File: src/rtl/scan_ctl_pkg.sv
// rtl/scan_ctl_pkg.sv - shared state encoding and sizing helpers for the scan chain controller
package scan_ctl_pkg;

  typedef enum logic [2:0] {
    ST_IDLE,
    ST_SHIFT_IN,
    ST_CAPTURE,
    ST_SHIFT_OUT,
    ST_DONE
  } scan_state_e;

  function automatic int cnt_width(input int chain_len);
    return $clog2(chain_len + 1);
  endfunction

endpackage

File: src/rtl/scan_ctl_shreg.sv
// rtl/scan_ctl_shreg.sv - chain-wide register with parallel load, MSB-first shift and indexed bit write
module scan_ctl_shreg #(
  parameter int CHAIN_LEN = 16
) (
  input  logic                         clk,
  input  logic                         rst,
  input  logic                         load,
  input  logic [CHAIN_LEN-1:0]         load_data,
  input  logic                         shift,
  input  logic                         wr_en,
  input  logic [$clog2(CHAIN_LEN)-1:0] wr_idx,
  input  logic                         wr_bit,
  output logic [CHAIN_LEN-1:0]         q
);

  // Shifting fills with zero, so a fully shifted-out register reads as all zeros.
  always_ff @(posedge clk or posedge rst) begin
    if (rst) begin
      q <= '0;
    end else if (load) begin
      q <= load_data;
    end else if (shift) begin
      q <= {q[CHAIN_LEN-2:0], 1'b0};
    end else if (wr_en) begin
      q[wr_idx] <= wr_bit;
    end
  end

endmodule

File: src/rtl/gf180mcu_fd_sc_mcu9t5v0__scan_chain_ctl.sv
// rtl/gf180mcu_fd_sc_mcu9t5v0__scan_chain_ctl.sv - load/capture/unload sequencer for an sdffq scan chain
module gf180mcu_fd_sc_mcu9t5v0__scan_chain_ctl
  import scan_ctl_pkg::*;
#(
  parameter int CHAIN_LEN = 16
) (
  input  logic                 CLK,
  input  logic                 RST,
  input  logic                 START,
  input  logic [CHAIN_LEN-1:0] PATTERN,
  input  logic [CHAIN_LEN-1:0] EXPECT,
  input  logic                 SO,
  output logic                 SE,
  output logic                 SI,
  output logic                 BUSY,
  output logic                 DONE,
  output logic [CHAIN_LEN-1:0] CAPTURED,
  output logic                 FAIL
);

  localparam int CW = cnt_width(CHAIN_LEN);
  localparam int IW = $clog2(CHAIN_LEN);
  localparam logic [CW-1:0] CNT_LAST = CW'(CHAIN_LEN - 1);
  localparam logic [CW-1:0] CNT_MAX  = CW'(CHAIN_LEN);

  scan_state_e          state, state_nxt;
  logic [CW-1:0]        cnt, cnt_nxt, cnt_inc;
  logic                 se_q, se_nxt, fail_q;
  logic [CHAIN_LEN-1:0] expect_q, pat_q, cap_q;
  logic                 accept, pat_shift, cap_wr, cnt_last;
  logic [IW-1:0]        cap_idx;

  assign cnt_last = (cnt == CNT_LAST);
  assign cnt_inc  = (cnt == CNT_MAX) ? cnt : cnt + 1'b1;
  // The j-th unload edge (cnt = j-1) carries chain bit CHAIN_LEN-j.
  assign cap_idx  = IW'(CHAIN_LEN - 1 - int'(cnt));

  always_comb begin
    state_nxt = state;
    cnt_nxt   = cnt;
    se_nxt    = 1'b0;
    accept    = 1'b0;
    pat_shift = 1'b0;
    cap_wr    = 1'b0;
    unique case (state)
      ST_IDLE: begin
        if (START) begin
          accept    = 1'b1;
          state_nxt = ST_SHIFT_IN;
          cnt_nxt   = '0;
          se_nxt    = 1'b1;
        end
      end
      ST_SHIFT_IN: begin
        pat_shift = 1'b1;
        if (cnt_last) begin
          state_nxt = ST_CAPTURE;
          cnt_nxt   = '0;
        end else begin
          cnt_nxt = cnt_inc;
          se_nxt  = 1'b1;
        end
      end
      ST_CAPTURE: begin
        state_nxt = ST_SHIFT_OUT;
        cnt_nxt   = '0;
        se_nxt    = 1'b1;
      end
      ST_SHIFT_OUT: begin
        cap_wr = 1'b1;
        if (cnt_last) begin
          state_nxt = ST_DONE;
          cnt_nxt   = '0;
        end else begin
          cnt_nxt = cnt_inc;
          se_nxt  = 1'b1;
        end
      end
      ST_DONE: state_nxt = ST_IDLE;
      default: state_nxt = ST_IDLE;
    endcase
  end

  always_ff @(posedge CLK or posedge RST) begin
    if (RST) begin
      state    <= ST_IDLE;
      cnt      <= '0;
      se_q     <= 1'b0;
      fail_q   <= 1'b0;
      expect_q <= '0;
    end else begin
      state <= state_nxt;
      cnt   <= cnt_nxt;
      se_q  <= se_nxt;
      if (accept) expect_q <= EXPECT;
      // Bit 0 arrives on the same edge, so compare against the merged value.
      if (cap_wr && cnt_last) fail_q <= ({cap_q[CHAIN_LEN-1:1], SO} != expect_q);
    end
  end

  scan_ctl_shreg #(.CHAIN_LEN(CHAIN_LEN)) u_pat_shreg (
    .clk       (CLK),
    .rst       (RST),
    .load      (accept),
    .load_data (PATTERN),
    .shift     (pat_shift),
    .wr_en     (1'b0),
    .wr_idx    ('0),
    .wr_bit    (1'b0),
    .q         (pat_q)
  );

  scan_ctl_shreg #(.CHAIN_LEN(CHAIN_LEN)) u_cap_shreg (
    .clk       (CLK),
    .rst       (RST),
    .load      (accept),
    .load_data ('0),
    .shift     (1'b0),
    .wr_en     (cap_wr),
    .wr_idx    (cap_idx),
    .wr_bit    (SO),
    .q         (cap_q)
  );

  // SI is the pattern register's MSB flop; after CHAIN_LEN shifts it has drained to zero.
  always_comb begin
    if (state == ST_CAPTURE) assert (pat_q == '0);
  end

  assign SE       = se_q;
  assign SI       = pat_q[CHAIN_LEN-1];
  assign BUSY     = (state != ST_IDLE);
  assign DONE     = (state == ST_DONE);
  assign CAPTURED = cap_q;
  assign FAIL     = fail_q;

endmodule

File: config.mk
export PLATFORM = sky130hd
export DESIGN_NAME = gf180mcu_fd_sc_mcu9t5v0__scan_chain_ctl
export DESIGN_NICKNAME = d
export VERILOG_FILES = /design/src/rtl/scan_ctl_pkg.sv /design/src/rtl/scan_ctl_shreg.sv /design/src/rtl/gf180mcu_fd_sc_mcu9t5v0__scan_chain_ctl.sv
export SDC_FILE = /design/constraint.sdc
export NUM_CORES = 1
export LEC_CHECK = 0
export ABC_AREA = 1
export CORE_ASPECT_RATIO = 0.75
export CORE_MARGIN = 5
export CORE_UTILIZATION = 35
export DETAILED_ROUTE_END_ITERATION = 8
export SLEW_MARGIN = 30
export SYNTH_ARGS = -nofsm -noshare
export SYNTH_HDL_FRONTEND = slang
export SYNTH_SLANG_ARGS = --single-unit
File: constraint.sdc
create_clock -name CLK -period 2.2 [get_ports CLK]
set_clock_uncertainty 0.2 [all_clocks]
set_input_delay 0.22 -clock CLK [delete_from_list [all_inputs] [get_ports CLK]]
set_output_delay 0.22 -clock CLK [all_outputs]
set_load 0.03 [all_outputs]
==> flow_summary.toml, run 1 <==
[status]
status = "finished clean"

[sta]
min_period_ps = 2126
finalHoldWorstSlack_ps = 22.17
setup_tns_ps = 0
fmax_ghz = 0.4705
rsz0062_at_grt = "false"
slew_violations = 0
worst_pin_slew_ps = 548.1
slew_headroom = 0.6332
setup_viol_count_final = 0
hold_viol = 0
period_share = 0.9662

[final_layout]
drive_above_1_share = 0.1056
fillCellCount = 805
final_common_cell = "nand2_1"
area_growth_pct = 35.28
diodes = 0
stdcell_count = 534
final_nets = 461
mostFrequentLayoutCells = "93 x nand2_1, 58 x dfrtp_1, 55 x clkdlybuf4s50_1"

[synthesis]
ys_seq_area_frac = 0.4913
synth_area_leaders = "dfrtp_1 49%, nand2_1 12%, o21ai_0 6.3%"
synth-simple-area-share = 0.2330
ys_types = 31
async_reset_ff_frac = 1.000
synth_top_family_by_area = "simple AND/OR/NAND/NOR gates"
synthCells = 359
ys_warn_count = 0
yosysTopAreaCellShare = 0.4913
synth-xor-area-share = 0.02965
synthAdderAreaFrac = 0.01694
synth_compound_area_frac = 0.1415
syn_nets = 399
synthesis.area_um2 = 2954
yosys.area.top_type = "dfrtp_1"
synth_edf_count = 0
synthMuxAreaShare = 0
ys_seq_elements = 58
ys.flop_type = "dfrtp_1"
synth_area_per_cell_um2 = 8.229

[floorplan]
coreArea_um2 = 8346
start_util = 0.3540
die_h_um = 89.56
die_w_um = 116.1
row_count = 29
io_pins = 57
dieArea_um2 = 10400

[clock_tree]
cts_hold_buf = 0
clock-sinks = 58
insertion_delay_ps = 320
cts-root-buf = "clkbuf_16"
cts_buffers = 9
path_clk_slew_ps = 50
htree_num_levels = 3
tritoncts = "yes"
cts_buffer_depth = 2

[worst_setup_path]
crit_required_ps = 1780
slowest_delay_ps = 670
cp-end-kind = "primary output"
slowest_stage = "clkdlybuf4s50_1"
r2r_cells = 8
crit_fanout = 6
path_cells = "nor2_4 -> nand2_1 -> clkdlybuf4s50_1"
reg2reg_slack_ps = 400
r2r_end = "cnt[0]$_DFFE_PP0P_"
rr_startpoint = "cnt[0]$_DFFE_PP0P_"
critPathLaunchType = "register"
worstSetupPathType = "reg -> out"
crit_arrival_ps = 1710

[power_and_ir_drop]
finalPower_w = 0.005810
irDropWorstVdd_mv = 0.6863
power_per_cell_area_nw_per_um2 = 1454
leakage_nw = 1.814

[detailed_routing]
vias_per_cell = 4.633
drc = 0
drtIter0Drc = 135
vias = 2474
drtAntennaViolNets = 0
drt-total-wl_um = 7207
post_drt_wl_per_cell_um = 13.50
firstDrtPassIters = 4

[placement]
numPortBuffers = 56
dp_hpwl_um = 5229
placedCellCount = 518
place.gp.congestion = 0.8360

[global_route]
antenna_found_initial = 0
grt_pass1_wl_um = 12160
grt_overflow = 0
grt_pass1_vias = 2509
grt_max_degree = 39
grt.total_usage = 0.1503

[run]
drv_cap = 0

[hold_path]
hp-class = "in -> async"
## layer usage
metal / GRT usage / wire length (um) / part of all wire / vias to the layer above
met5: 0 / 0 / 0 / -
met1: 0.2022 / 3434 / 0.48 / 1116
met3: 0.04127 / 476 / 0.066 / 5
li1: - / - / - / 1285
met2: 0.2402 / 3251 / 0.45 / 68
met4: 0.04215 / 45 / 0.0062 / 0
## power by group
| part | switching [W] | internal, W | total, W | leakage (nW) |
|---|---|---|---|---|
| Combinational | 0.00143 | 0.000911 | 0.00234 | 0.906 |
| Clock | 0.000474 | 0.00116 | 0.00164 | 0.176 |
| Sequential | 0.000315 | 0.00152 | 0.00183 | 0.732 |
## final cells by class
class / count / area (um^2) / share of cell area
Timing Repair Buffer: 64 / 648.1 / 0.1622
Sequential cell: 58 / 1451 / 0.3632
Tap cell: 108 / 135.1 / 0.03381
Clock buffer: 11 / 252.7 / 0.06324
Clock inverter: 5 / 100.1 / 0.02505
Inverter: 44 / 165.2 / 0.04133
Multi-Input combinational cell: 244 / 1244 / 0.3112
## flip-flops by register name, summed over array words and instances, names as in the netlist
| name | flops |
|---|---|
| u_cap_shreg.q | 16 |
| SE | 1 |
| expect_q | 16 |
| u_pat_shreg.q | 16 |
| cnt | 5 |
| state | 3 |
| FAIL | 1 |
## worst max-delay path by stage
stage / from / end / slack [ps]
floorplan: RST / FAIL$_DFFE_PP0P_ / 350
global placement: state[1]$_DFFE_PP0P_ / DONE / 400
detailed placement: state[1]$_DFFE_PP0P_ / DONE / 390
CTS: state[1]$_DFFE_PP0P_ / DONE / 40
global route: state[2]$_DFFE_PP0P_ / BUSY / 10
finish: state[2]$_DFFE_PP0P_ / BUSY / 70
## worst max-delay path, delay by kind of cell (launching register included)
kind,cells,cell delay (ps)
buffers and inverters,1,670
flip-flops,1,540
AND/OR/NAND/NOR,2,180
## Yosys cell counts, types with 2 or more instances
cell type / count
nor2_4: 3
o22ai_1: 2
nand3_1: 19
xnor2_1: 9
nand4_1: 6
a211oi_1: 4
a21oi_1: 6
nand2_2: 4
inv_1: 42
dfrtp_1: 58
nor2_1: 22
buf_6: 4
ha_1: 4
a21oi_2: 6
o21ai_1: 17
o21ai_0: 37
nor2_2: 3
nor3_1: 2
nand2_1: 93
buf_2: 5
buf_4: 2
inv_2: 2
## cell families after synthesis
| kind of cell | Yosys count |
|---|---|
| AOI/OAI and AO/OA | 75 |
| buffers and inverters | 57 |
| adders and majority gates | 4 |
| DFF | 58 |
| and+or+nand+nor | 155 |
| xor gates and xnor gates | 10 |
## metrics by stage
stage / worst slack, ps / util / cell area, um^2
2_1_floorplan: 352.0 / - / 2954
3_3_place_gp: 402.0 / 0.4363 / 3641
3_5_place_dp: 388.3 / 0.4363 / 3641
4_1_cts: 38.89 / 0.4786 / 3994
5_1_grt: 10.03 / 0.4789 / 3996
6_report: 74.44 / 0.4789 / 3996
## repair_timing
item | CTS | global route
buffers inserted | 0 | 0
setup endpoints to repair | 0 | 1
resized for setup | 0 | 1
Power figures use the tool's default switching activity.
==> run 2, diff against run 1 <==
--- a/config.mk
+++ b/config.mk
@@ -10,6 +10,7 @@
 export CORE_MARGIN = 5
 export CORE_UTILIZATION = 35
 export DETAILED_ROUTE_END_ITERATION = 8
+export DONT_BUFFER_PORTS = 1
 export SLEW_MARGIN = 30
 export SYNTH_ARGS = -nofsm -noshare
 export SYNTH_HDL_FRONTEND = slang
==> flow_summary.toml, run 2 (synthesized netlist as in run 1, its figures left out) <==
[detailed_routing]
drtIter0Drc = 129
vias = 2432
routed-wl-met3_um = 486
vias_per_cell = 4.769
firstDrtPassIters = 4
routed.top_layer = "met4"
met2_length_um = 3136
drc = 0
post_drt_wl_per_cell_um = 13.92
wl_met1_um = 3442
drtAntennaViolNets = 0
drt-total-wl_um = 7098

[worst_setup_path]
reg2reg_slack_ps = 340
critPathLaunch = "state[2]$_DFFE_PP0P_"
slowest_delay_ps = 500
r2r_cells = 6
worstSetupPathType = "reg -> reg"
slowest_stage = "dfrtp_1"
path_buf_inv = 2
r2r_end = "u_pat_shreg.q[15]$_DFFE_PP0P_"
crit_arrival_ps = 1890
crit_end = "u_pat_shreg.q[15]$_DFFE_PP0P_"
cpLargestDelayFamily = "simple AND/OR/NAND/NOR gates"
cp.depth = 6
rr_startpoint = "state[2]$_DFFE_PP0P_"
crit_fanout = 38
path_cells = "nor2_4 -> nand3_4 -> inv_2 -> buf_12 -> nand2_1 -> o211ai_1"
crit_required_ps = 2230
critPathLaunchType = "register"
cp-end-kind = "register"

[final_layout]
drive_above_1_share = 0.09950
diodes = 0
final_nets = 438
area_growth_pct = 24.86
fillCellCount = 828
mostFrequentLayoutCells = "93 x nand2_1, 58 x dfrtp_1, 41 x inv_1"
largest_registers = "expect_q (16), u_cap_shreg.q (16), u_pat_shreg.q (16)"
final_common_cell = "nand2_1"

[power_and_ir_drop]
finalPower_w = 0.005186
leakage_nw = 1.674
irDropWorstVdd_mv = 0.4515
power_per_cell_area_nw_per_um2 = 1406

[sta]
setup_viol_count_final = 0
hold_viol = 0
rsz0062_at_grt = "false"
worst_pin_slew_ps = 591.0
setup_tns_ps = 0
slew_headroom = 0.6054
period_share = 0.8469
slew_violations = 0
fmax_ghz = 0.5367
min_period_ps = 1863

[global_route]
grt_pass1_vias = 2371
grt_max_degree = 39
antenna_found_initial = 0
grt.total_usage = 0.1476
grt_overflow = 0
grt_pass1_wl_um = 11700

[floorplan]
start_util = 0.3540
coreArea_um2 = 8346
die_w_um = 116.1
dieArea_um2 = 10400
row_count = 29
die_h_um = 89.56
io_pins = 57

[clock_tree]
clock-sinks = 58
cts_resized = 0
cts-root-buf = "clkbuf_16"
path_clk_slew_ps = 50
cts_buffer_depth = 2
tritoncts = "yes"
cts_hold_buf = 35
insertion_delay_ps = 320
htree_num_levels = 3
cts_buffers = 9
cts_setup_buffers = 0

[hold_path]
hp-class = "in -> reg"
min_from = "SO"

[run]
drv_cap = 0

[status]
status = "finished clean"

[placement]
dp_hpwl_um = 4932
numPortBuffers = 0
place.gp.congestion = 0.8151
run 2: how the worst min path moves through the flow:
stage,slack [ps],cells past startpoint,end
2_1_floorplan,130,2,expect_q[0]$_DFFE_PP0P_
3_3_place_gp,5,1,expect_q[9]$_DFFE_PP0P_
3_5_place_dp,5,1,expect_q[9]$_DFFE_PP0P_
4_1_cts,100,6,FAIL$_DFFE_PP0P_
5_1_grt,170,3,expect_q[13]$_DFFE_PP0P_
6_report,110,6,FAIL$_DFFE_PP0P_
run 2: report_power, final:
group / switching (W) / internal [W]
sequential: 0.000585 / 0.00151
clock: 0.000451 / 0.000814
combinational: 0.00114 / 0.000687
run 2: worst reg2reg max path, delay by kind of cell (launching register included):
kind / cells / cell delay, ps
simple gates: 3 / 600
flops: 1 / 500
buf+inv: 2 / 380
compound gates: 1 / 100
run 2: metrics by stage:
stage	worst slack (ps)	cell area [um^2]	util	instances	hold WS, ps
after floorplan	352.0	2954	-	359	129.6
after global placement	411.2	3065	0.3673	460	5.468
after detailed placement	381.2	3065	0.3673	460	4.927
after CTS	367.6	3689	0.4420	510	99.57
after global routing	198.9	3689	0.4420	510	171.1
final	336.9	3689	0.4420	510	113.2
run 2: area by class of cell:
cell class / count / area [um^2] / area share
clock buffers: 13 / 260.3 / 0.07056
clock inverters: 2 / 12.51 / 0.003392
inverters: 44 / 165.2 / 0.04478
multi-input cells: 244 / 1244 / 0.3372
flip-flops and latches: 58 / 1451 / 0.3935
well taps: 108 / 135.1 / 0.03664
repair buffers: 41 / 420.4 / 0.1140
run 2: routing by layer:
metal	vias to the layer above	track usage
met3	2	0.06360
met5	-	0
li1	1239	-
met1	1139	0.1920
met4	0	0.03793
met2	52	0.2277
